--- config.mk ---
export PLATFORM = sky130hd
export DESIGN_NAME = cpu_controller
export DESIGN_NICKNAME = d
export VERILOG_FILES = /design/src/rtl/cpu_controller.sv
export SDC_FILE = /design/constraint.sdc
export NUM_CORES = 1
export LEC_CHECK = 0
export ABC_AREA = 1
export CORE_ASPECT_RATIO = 0.9
export CORE_UTILIZATION = 38
export CTS_CLUSTER_DIAMETER = 50
export DETAILED_ROUTE_END_ITERATION = 6
export PLACE_DENSITY = 0.88
export REMOVE_ABC_BUFFERS = 1
export SYNTH_ARGS = -nofsm -noshare
export SYNTH_HDL_FRONTEND = slang
export SYNTH_SLANG_ARGS = --single-unit
--- constraint.sdc ---
create_clock -name clk -period 1.9 [get_ports clk]
set_clock_uncertainty 0.1 [all_clocks]
set_input_delay 0.475 -clock clk [delete_from_list [all_inputs] [get_ports clk]]
set_output_delay 0.475 -clock clk [all_outputs]
set_load 0.1 [all_outputs]
--- src/rtl/cpu_controller.sv ---
// cpu_controller: instruction register, decoder and Moore control FSM for the 16-bit RISC datapath.
// Define CTRL_ILLEGAL_TRAP_EN to lock illegal instructions in a TRAP state; otherwise they execute as NOPs.
module cpu_controller (
  input  logic        clk,
  input  logic        reset_n,
  input  logic [15:0] in,
  input  logic        load,
  input  logic        s,
  output logic        w,
  output logic [2:0]  writenum,
  output logic [2:0]  readnum,
  output logic        write,
  output logic        loada,
  output logic        loadb,
  output logic        loadc,
  output logic        loads,
  output logic        asel,
  output logic        bsel,
  output logic [1:0]  shift,
  output logic [1:0]  ALUop,
  output logic [1:0]  vsel,
  output logic [15:0] sximm8,
  output logic [15:0] sximm5,
  output logic        trap
);
`ifdef CTRL_ILLEGAL_TRAP_EN
  typedef enum logic [2:0] {WAIT, DECODE, WRITE_IMM, GET_A, GET_B, ALU, WRITE_REG, TRAP} state_t;
`else
  typedef enum logic [2:0] {WAIT, DECODE, WRITE_IMM, GET_A, GET_B, ALU, WRITE_REG} state_t;
`endif
  state_t state, next;
  logic [15:0] ir;
  logic [2:0] opcode, rn, rd, rm;
  logic [1:0] op, sh;
  logic is_mov_imm, is_mov_reg, is_alu, is_cmp, is_mvn;
  assign opcode = ir[15:13];
  assign op = ir[12:11];
  assign rn = ir[10:8];
  assign rd = ir[7:5];
  assign sh = ir[4:3];
  assign rm = ir[2:0];
  assign sximm8 = {{8{ir[7]}}, ir[7:0]};
  assign sximm5 = {{11{ir[4]}}, ir[4:0]};
  assign is_mov_imm = opcode == 3'b110 && op == 2'b10;
  assign is_mov_reg = opcode == 3'b110 && op == 2'b00;
  assign is_alu = opcode == 3'b101;
  assign is_cmp = is_alu && op == 2'b01;
  assign is_mvn = is_alu && op == 2'b11;
  always_ff @(posedge clk or negedge reset_n) begin
    if (!reset_n) begin
      state <= WAIT;
      ir <= '0;
    end else begin
      state <= next;
      if (load && state == WAIT) ir <= in;
    end
  end
  // Single-operand instructions (MOV reg, MVN) never need the A register, so they skip GET_A.
  always_comb begin
    next = state;
    case (state)
      WAIT:      next = s ? DECODE : WAIT;
      DECODE:    next = is_mov_imm ? WRITE_IMM :
                        (is_alu && !is_mvn) ? GET_A :
                        (is_mov_reg || is_mvn) ? GET_B :
`ifdef CTRL_ILLEGAL_TRAP_EN
                        TRAP;
`else
                        WAIT;
`endif
      WRITE_IMM: next = WAIT;
      GET_A:     next = GET_B;
      GET_B:     next = ALU;
      ALU:       next = is_cmp ? WAIT : WRITE_REG;
      WRITE_REG: next = WAIT;
`ifdef CTRL_ILLEGAL_TRAP_EN
      TRAP:      next = TRAP;
`endif
      default:   next = WAIT;
    endcase
  end
  always_comb begin
    w = state == WAIT;
`ifdef CTRL_ILLEGAL_TRAP_EN
    trap = state == TRAP;
`else
    trap = 1'b0;
`endif
    write = (state == WRITE_IMM) || (state == WRITE_REG);
    writenum = state == WRITE_IMM ? rn : state == WRITE_REG ? rd : 3'd0;
    vsel = state == WRITE_IMM ? 2'b01 : state == WRITE_REG ? 2'b11 : 2'b00;
    loada = state == GET_A;
    loadb = state == GET_B;
    readnum = state == GET_A ? rn : state == GET_B ? rm : 3'd0;
    loadc = state == ALU && !is_cmp;
    loads = state == ALU && is_cmp;
    asel = state == ALU && is_mov_reg;
    bsel = 1'b0;
    shift = state == ALU ? sh : 2'b00;
    ALUop = (state == ALU && is_alu) ? op : 2'b00;
  end
endmodule

Word level (Yosys, flattened, before mapping)
Index checks and enable logic that the tools add are counted.
- eq/ne operators: 11
- reduce and logical (&&, ||, !) cells: 16
- mux-type cells: 14
- operators by type and width (kind ; count):
    two-way mux 3 bit ; 8
    equality test 3 bit (second input constant) ; 5
    one-hot mux 3 bit (5 select lines) ; 1
    logical AND 1 bit ; 10
    two-way mux 2 bit ; 4
    equality test 3 x 2 -> 1 bit (second input constant) ; 2
    equality test 2 bit (second input constant) ; 2
    equality test 3 x 1 -> 1 bit (second input constant) ; 1
    zero test 3 bit ; 1
    equality test 2 x 1 -> 1 bit (second input constant) ; 1
    zero test 1 bit ; 2
    zero test 2 bit ; 1
    logical OR 1 bit ; 2
    two-way mux 1 bit ; 1
- flip-flop bits (word level): 19
- output and inout bits: 53
- logic and storage cells: 43

Depth between registers and ports, before layout
Gate-level depths: netlist of the first run.
- depth in word-level cells: 7
- depth in mapped cells: 6
- mapped depth without buffers: 6

Worst setup path before layout of the first run
OpenSTA, ideal clock, no wires.
- path type: flip-flop to output port
- start point: register state[1]
- end point: output port writenum[0]
- data arrival time: 4204 ps
- slack: -2879 ps
- buffers on the path: 0
- stages on the path, launching flop included: 5
- cell sequence: dfrtp_1 > inv_1 > nor2_1 > nand2_1 > o21ai_0
- word-level cells in the longest chain between the ends: 3
- elaborated cells between the ends (all ways): 4
- ends and longest elaborated chain (item ; line ; text):
    start: declaration ; 31 ; state_t state, next;
    start signal: assignment ; 54 ; state <= next;
    equality test 3 bit ; 90 ; writenum = state == WRITE_IMM ? rn : state == WRITE_REG ? rd : 3'd0;
    two-way mux 3 bit ; 90 ;
    two-way mux 3 bit * ; 90 ;
    end: declaration ; 10 ; output logic [2:0] writenum,
Mark *: on every way between the ends. The rest lies on a longest branch, timed or not.

Final worst setup path of the first run
- start point: register state[1]
- end point: output port readnum[1]
- word-level cells in the longest chain between the ends: 3
- elaborated cells between the ends (all ways): 4
- ends and longest elaborated chain (item ; line ; text):
    equality test 3 bit ; 94 ; readnum = state == GET_A ? rn : state == GET_B ? rm : 3'd0;
    two-way mux 3 bit ; 94 ;
    two-way mux 3 bit * ; 94 ;
    end: declaration ; 11 ; output logic [2:0] readnum,
Marked as above.

==> results.toml, run 1 <==
[placed_design]
dp_hpwl_um = 3170
port_buffers = 70
placed_area_um2 = 2350
place_congestion = 0.801

[yosys]
avgSynthCellArea_um2 = 7.27
ys_warn_count = 0
ys_ff_latch = 19
synth_area_um2 = 1260
yosysUniqueCellTypes = 15
synth_seq_area_share_pct = 37.8
postSynthCellCount = 173

[cts]
clk_latency_ns = 0.32
numClockSinks = 19
cts_buffers = 3
cts-root-buf = "clkbuf_4"
cts_buffer_depth = 2
htree_levels = 1
cts_tree = "done"
clkTransAtPathRegs_ns = 0.12

[sta]
finalSetupViolCount = 16
final_max_slew_viol_count = 0
hold_viol_final = 0
period_share_pct = 112
finalCriticalPeriod_ns = 2.13
fmax_mhz = 469
holdWs_ns = 0.375
grt_setup_unrepaired = "true"
layout_setup_ws_ns = -0.231

[floorplanning]
core_um2 = 3090
fp.dieW_um = 62.6
initial_utilization_pct = 40.7
die_area_um2 = 3540
num_rows = 19
io_pins = 73
dieHeight_um = 56.6

[critical_path]
crit_fanout = 4
path_class = "flip-flop to primary output"
worstReg2RegStart = "state[0]$_DFF_PN0_"
rrSetupSlack_ns = 0.12
rr_worst_depth = 7
arrival_ns = 1.56
r2r_end = "ir[13]$_DFFE_PN0P_"
worstPathRequired_ns = 1.32
start_kind = "flip-flop"
endpoint_kind = "primary output"

[global_route]
overflow = 0
grt_pass1_wl_um = 6950
grt_use_total_pct = 26.3
grt_pass1_vias = 1392
antenna_found_initial = 0
grt_max_degree = 20

[run]
drv_cap = 0

[layout]
num_antenna_cells = 0
area_growth_pct = 104
nets = 253
drive_gt1_share_pct = 47.4
design_area_um2 = 2570

[status]
status = "complete, but fails checks"
violations = "negative setup slack"

[drt]
wl_per_cell_um = 16.9
drc_errors = 0
dr_total_vias = 1403
firstDrtPassIters = 4
drt_iter0_drc = 74
via_per_inst = 5.12
ant_nets = 0
wirelength_um = 4620

[min_path]
hold_path.class = "input port to async pin"
area by class of cell:
cell class / instances / area, um^2
timing repair buffer: 93 / 1410
multi-input combinational: 100 / 543
fill: 142 / 520
sequential: 19 / 478
inverter: 16 / 62.6
tap: 42 / 52.6
clock buffer: 4 / 26.3
routing by layer:
| layer | part of all wire [%] | up-vias | GRT usage (%) |
|---|---|---|---|
| met3 | 8.5 | 27 | 7.52 |
| met2 | 52 | 99 | 45.7 |
| met5 | 0 | - | 0 |
| met1 | 33 | 663 | 27.2 |
| met4 | 5.7 | 0 | 18.6 |
| li1 | - | 614 | - |
placed cells by master, fill, tap and decap left out, drive strengths merged:
master         count
a21oi              1
clkbuf             4
nor2              11
nand2             54
conb               2
nand3             20
o21ai              9
dfrtp             19
inv               16
buf               74
nor3               3
clkdlybuf4s50     19
how the worst max path moves through the flow:
stage	start	end	cells past startpoint
detailed placement	state[1]$_DFF_PN0_	writenum[2]	5
CTS	ir[13]$_DFFE_PN0P_	ALUop[1]	6
global route	state[0]$_DFF_PN0_	readnum[0]	6
floorplan	ir[4]$_DFFE_PN0P_	shift[1]	2
global placement	state[0]$_DFF_PN0_	writenum[0]	4
finish	state[1]$_DFF_PN0_	readnum[1]	6
Yosys cell counts, drive strengths merged:
cell / instances / area share [%]
nand2: 54 / 17
buf: 38 / 23
nand3: 20 / 8.0
dfrtp: 19 / 38
inv: 16 / 4.8
nor2: 11 / 3.3
o21ai: 9 / 3.6
nor3: 3 / 2.1
a21oi: 1 / 0.40
clkbuf: 1 / 0.30
conb: 1 / 0.30
cell families after synthesis:
| family | Yosys count | synth area share (%) |
|---|---|---|
| AOI/OAI and AO/OA | 10 | 3.98 |
| buffers and inverters | 55 | 27.9 |
| DFF | 19 | 37.8 |
| other | 1 | 0.298 |
| and+or+nand+nor | 88 | 30.1 |
through the flow:
stage               utilization [%]  setup WS, ns  std cells  TNS (ns)
finish                         83.2        -0.231        274     -2.95
global placement               76.1        0.0698        261         0
CTS                            81.5        -0.172        271     -2.11
floorplan                         -         -8.48        135   -181.87
global route                   83.2        -0.317        274     -3.84
detailed placement             76.1       -0.0438        261   -0.0438
worst max-delay path: stages, from the launching register on:
cell and delay, ns:
dfrtp_1 0.44, nor2_1 0.17, nand2_1 0.15, inv_2 0.11, nand2_1 0.06, o21ai_2 0.09, buf_12 0.20
sequential cells by signal, indices dropped and copies added (netlist names):
| register | cells |
|---|---|
| state | 3 |
| ir | 16 |
repair_timing:
item	CTS	global route
pin swaps	7	6
gates cloned	0	0
setup buffers	7	4
hold endpoints to repair	0	0
resized for setup	37	10
endpoints found under the setup margin	19	19
hold buffers	0	0
Power of run 1 is left out: the tool's default activity adds up to more than one toggle a clock period on the data nets, which glitch-free logic cannot reach.
==> run 2, diff against run 1 <==
--- a/config.mk
+++ b/config.mk
@@ -10,6 +10,7 @@
 export CORE_UTILIZATION = 38
 export CTS_CLUSTER_DIAMETER = 50
 export DETAILED_ROUTE_END_ITERATION = 6
+export HOLD_SLACK_MARGIN = 0.02
 export PLACE_DENSITY = 0.88
 export REMOVE_ABC_BUFFERS = 1
 export SYNTH_ARGS = -nofsm -noshare
==> constraint.sdc (replaced) <==
create_clock -name clk -period 2.2 [get_ports clk]
set_clock_uncertainty 0.1 [all_clocks]
set_input_delay 0.55 -clock clk [delete_from_list [all_inputs] [get_ports clk]]
set_output_delay 0.55 -clock clk [all_outputs]
set_load 0.1 [all_outputs]
==> run 2 against run 1 <==
Compared with the run above: clock-buffer cell count is 1 lower; sequential share of layout area is 0.65 points higher; register-to-register slack better by 0.34 ns; critical endpoint is now readnum[0]; wire length is 6.5% lower; non-clock buffer count is 6 lower; worst setup slack better by 0.23 ns; first-iteration DRC count is 24% higher; critical path depth is 2 lower; via count is 2.7% lower; worst hold slack better by 0.026 ns; the run still ends with negative setup slack left; final area is 3.4% lower.
==> results.toml, run 2 (synthesis gave the netlist of run 1 again) <==
[critical_path]
slowest_delay_ns = 0.47
path_cells = "inv_1 > nand3_2 > o21ai_2 > buf_12"
rrSetupSlack_ns = 0.46
start_kind = "flip-flop"
arrival_ns = 1.56
worstPathRequired_ns = 1.55
path_buf_inv = 2
worstReg2RegStart = "state[2]$_DFF_PN0_"
endpoint_kind = "primary output"
crit_path_top_delay_cell = "dfrtp_2"
cp_top_family = "flip-flops"
cp-startpoint = "state[2]$_DFF_PN0_"
path_class = "flip-flop to primary output"
crit_fanout = 6

[layout]
regArea_um2 = 478
fillerInstances = 164
multi_input_area_um2 = 533
mostFrequentLayoutCell = "nand2_1"
design_area_um2 = 2480
num_antenna_cells = 0
area_growth_pct = 97.5
reg_top3 = "ir: 16 flops, state: 3 flops"
drive_gt1_share_pct = 44.7
largest-register = "ir"
largest_register_ffs = 16
stdcell_count = 268
nets = 247
layout_common_cells = "nand2_1, buf_12, clkdlybuf4s50_1, nand3_1, buf_4"

[cts]
hold_buffers = 0
cts_buffer_depth = 2
cts_tree = "done"
htree_levels = 1
cts_buffers = 3
clk_latency_ns = 0.30
cts-root-buf = "clkbuf_4"
numClockSinks = 19
clkTransAtPathRegs_ns = 0.12

[min_path]
hold_path.class = "flip-flop to flip-flop"
hp-start = "ir[8]$_DFFE_PN0P_"

[floorplanning]
num_rows = 19
initial_utilization_pct = 40.7
core_um2 = 3090
fp.dieW_um = 62.6
dieHeight_um = 56.6
io_pins = 73
die_area_um2 = 3540

[drt]
drc_errors = 0
dr_total_vias = 1365
top_layer = "met4"
ant_nets = 0
met3_length_um = 269
via_per_inst = 5.09
drt_iter0_drc = 92
wl_met1_um = 1610
wl_met2_um = 2360
wl_per_cell_um = 16.1
wirelength_um = 4320
firstDrtPassIters = 4

[global_route]
grt_use_total_pct = 23.6
overflow = 0
grt_pass1_vias = 1267
grt_pass1_wl_um = 6200
grt_max_degree = 20
antenna_found_initial = 0

[placed_design]
pre_cts_slack_ns = 0.122
placedCellCount = 254
port_buffers = 70
dp_hpwl_um = 2980
placed_area_um2 = 2260
place_congestion = 0.760

[status]
violations = "negative setup slack"
status = "complete, but fails checks"

[sta]
layout_setup_ws_ns = -0.00563
finalCriticalPeriod_ns = 2.21
fmax_mhz = 453
grt_setup_unrepaired = "true"
hold_viol_final = 0
final_max_slew_viol_count = 0
period_share_pct = 100
finalSetupViolCount = 1

[run]
drv_cap = 0
-- run 2: cell count changes in the layout (fill, tap and decap cells not counted), moves of 2 or more --
cell	change
buf_12	-6
clkbuf_16	+3
buf_6	-2
inv_1	+2
nand2_1	+2
nor3_2	-2
nor3_4	+2
-- run 2: area by class of cell --
cell class              instances  area share [%]
repair buffers                 87            53.7
clock inverters                 1           0.202
multi-input cells             100            21.5
inverters                      16            2.42
clock buffers                   3           0.907
well taps                      42            2.12
flip-flops and latches         19            19.2
-- run 2: worst register-to-register path, cell delays in order (launching register included) --
cell and delay [ns]:
dfrtp_2 0.47, buf_4 0.16, nor3_4 0.28, buf_4 0.29
nand2_4 0.17, nand2_1 0.12, nand2_1 0.05
-- run 2: per-layer routing --
| layer | up-vias | GRT usage [%] |
|---|---|---|
| met1 | 673 | 23.9 |
| met3 | 8 | 4.47 |
| met5 | - | 0 |
| met2 | 81 | 45.3 |
| met4 | 0 | 12.3 |
| li1 | 603 | - |
-- run 2: repair_timing --
action                     in CTS  in global routing
setup endpoints to repair      13                 14
setup buffers                   4                  6
pin swaps                       1                  5
hold endpoints to repair        0                  0
gates resized for setup        20                 23
-- run 2: final timing paths --
kind | endpoint | depth (start not counted)
min in group asynchronous | ir[2]$_DFFE_PN0P_ | 2
max in group asynchronous | state[2]$_DFF_PN0_ | 2
hold / removal | ir[8]$_DFFE_PN0P_ | 2
hold reg to reg | ir[8]$_DFFE_PN0P_ | 2
setup / recovery | readnum[0] | 4
setup reg to reg | ir[10]$_DFFE_PN0P_ | 6
-- run 2: through the flow --
stage	utilization, %	hold WS (ns)	TNS (ns)
6_report	80.4	0.401	-0.00563
3_5_place_dp	73.2	0.358	0
5_1_grt	80.4	0.426	-0.358
2_1_floorplan	-	0.154	-167.34
3_3_place_gp	73.2	0.355	0
4_1_cts	76.8	0.401	-0.210
Power of run 2 is left out for the same reason.
==> run 3, diff against run 2 <==
--- a/config.mk
+++ b/config.mk
@@ -11,7 +11,7 @@
 export CTS_CLUSTER_DIAMETER = 50
 export DETAILED_ROUTE_END_ITERATION = 6
 export HOLD_SLACK_MARGIN = 0.02
-export PLACE_DENSITY = 0.88
+export PLACE_DENSITY_LB_ADDON = 0.1
 export REMOVE_ABC_BUFFERS = 1
 export SYNTH_ARGS = -nofsm -noshare
 export SYNTH_HDL_FRONTEND = slang
==> run 3 against run 2 <==
Compared with the run above: the flow now finishes without violations; register-to-register slack got worse by 0.03 ns; clock-buffer cell count increased by 1; first-iteration DRC count fell by 46%; global-route usage decreased by 2.8 points; worst hold slack got worse by 0.0026 ns; wire length decreased by 15%; sequential cell count is the same; final area shrank 4.0%; via count down 9.1%; final cell count down 2.2%; non-clock buffer count shrank 6; critical path type unchanged; highest routed layer unchanged.
==> results.toml, run 3 (synthesis gave the netlist of run 1 again) <==
[drt]
via_per_inst = 4.74
wirelength_um = 3660
drt_iter0_drc = 50
dr_total_vias = 1241
ant_nets = 0
firstDrtPassIters = 4
drc_errors = 0
wl_per_cell_um = 14.0

[floorplanning]
io_pins = 73
core_um2 = 3090
num_rows = 19
dieHeight_um = 56.6
fp.dieW_um = 62.6
die_area_um2 = 3540
initial_utilization_pct = 40.7

[cts]
cts_tree = "done"
numClockSinks = 19
clk_latency_ns = 0.31
clkTransAtPathRegs_ns = 0.12
hold_buffers = 0
htree_levels = 1
cts_buffers = 3
cts-root-buf = "clkbuf_4"
cts_buffer_depth = 2

[layout]
largest_register_ffs = 16
largest-register = "ir"
drive_gt1_share_pct = 37.7
area_growth_pct = 89.6
num_antenna_cells = 0
reg_top3 = "ir: 16 flops, state: 3 flops"
mostFrequentLayoutCell = "nand2_1"
layout_common_cells = "nand2_1, buf_12, clkdlybuf4s50_1, nand3_1, dfrtp_1"
nets = 241

[placed_design]
pre_cts_slack_ns = 0.160
dp_hpwl_um = 2760
port_buffers = 70
place_congestion = 0.773

[critical_path]
cp-startpoint = "state[2]$_DFF_PN0_"
start_kind = "flip-flop"
worstPathRequired_ns = 1.55
arrival_ns = 1.54
r2r_end = "ir[1]$_DFFE_PN0P_"
crit_fanout = 6
worstReg2RegStart = "state[1]$_DFF_PN0_"
rr_worst_depth = 7
rrSetupSlack_ns = 0.43
endpoint_kind = "primary output"
path_class = "flip-flop to primary output"

[global_route]
grt_use_total_pct = 20.8
antenna_found_initial = 0
grt_pass1_vias = 1249
grt_pass1_wl_um = 5650
grt_max_degree = 20
overflow = 0

[sta]
fmax_mhz = 456
hold_viol_final = 0
period_share_pct = 99.6
finalCriticalPeriod_ns = 2.19
finalSetupViolCount = 0
fin_setup_tns_ns = 0
layout_setup_ws_ns = 0.00888
grt_setup_unrepaired = "true"
final_max_slew_viol_count = 0

[min_path]
hp-start = "ir[9]$_DFFE_PN0P_"
hold_path.class = "flip-flop to flip-flop"
holdPathEnd = "ir[9]$_DFFE_PN0P_"
hold_depth = 2

[status]
status = "complete, no violations"

[run]
drv_cap = 0
## run 3: cell count changes in the layout (fill, tap and decap cells not counted), moves of 3 or more
cell and delta:
buf_4 -5, nand2_1 +4, nand2_2 -4, o21ai_1 +3
## run 3: metrics by stage
| step | instance area [um^2] | hold slack [ns] | instances | util (%) |
|---|---|---|---|---|
| after global routing | 2380 | 0.440 | 262 | 77.1 |
| final | 2380 | 0.399 | 262 | 77.1 |
| after floorplan | 971 | 0.154 | 135 | - |
| after CTS | 2340 | 0.399 | 260 | 75.7 |
| after global placement | 2250 | 0.356 | 253 | 73.0 |
| after detailed placement | 2250 | 0.368 | 253 | 73.0 |
## run 3: layout make-up
class	instances	area, um^2
tap	42	52.6
sequential	19	478
inverter	16	60.1
multi-input combinational	100	493
timing repair buffer	81	1270
clock buffer	4	26.3
fill	217	707
## run 3: repair_timing
action | CTS | global route
gates resized for setup | 13 | 14
setup endpoints to repair | 13 | 13
pin swaps | 0 | 1
setup buffers | 3 | 2
## run 3: worst max-delay path by stage
stage	slack (ns)	to
CTS	-0.07	writenum[2]
global route	-0.05	readnum[2]
global placement	0.22	ALUop[1]
floorplan	-8.25	shift[1]
detailed placement	0.16	writenum[2]
finish	0.009	readnum[2]
## run 3: routing by layer
| metal | up-vias | share of wire (%) | global-route usage [%] |
|---|---|---|---|
| met5 | - | 0 | 0 |
| met4 | 0 | 2.4 | 7.97 |
| met3 | 10 | 7.3 | 6.10 |
| met2 | 59 | 53 | 37.3 |
| met1 | 579 | 37 | 23.1 |
| li1 | 593 | - | - |
## run 3: worst max-delay path: stages, from the launching register on
cell and delay, ns:
dfrtp_2 0.49, inv_1 0.15, nand3_2 0.17, o21ai_2 0.23, buf_12 0.20
Power of run 3 is left out for the same reason.
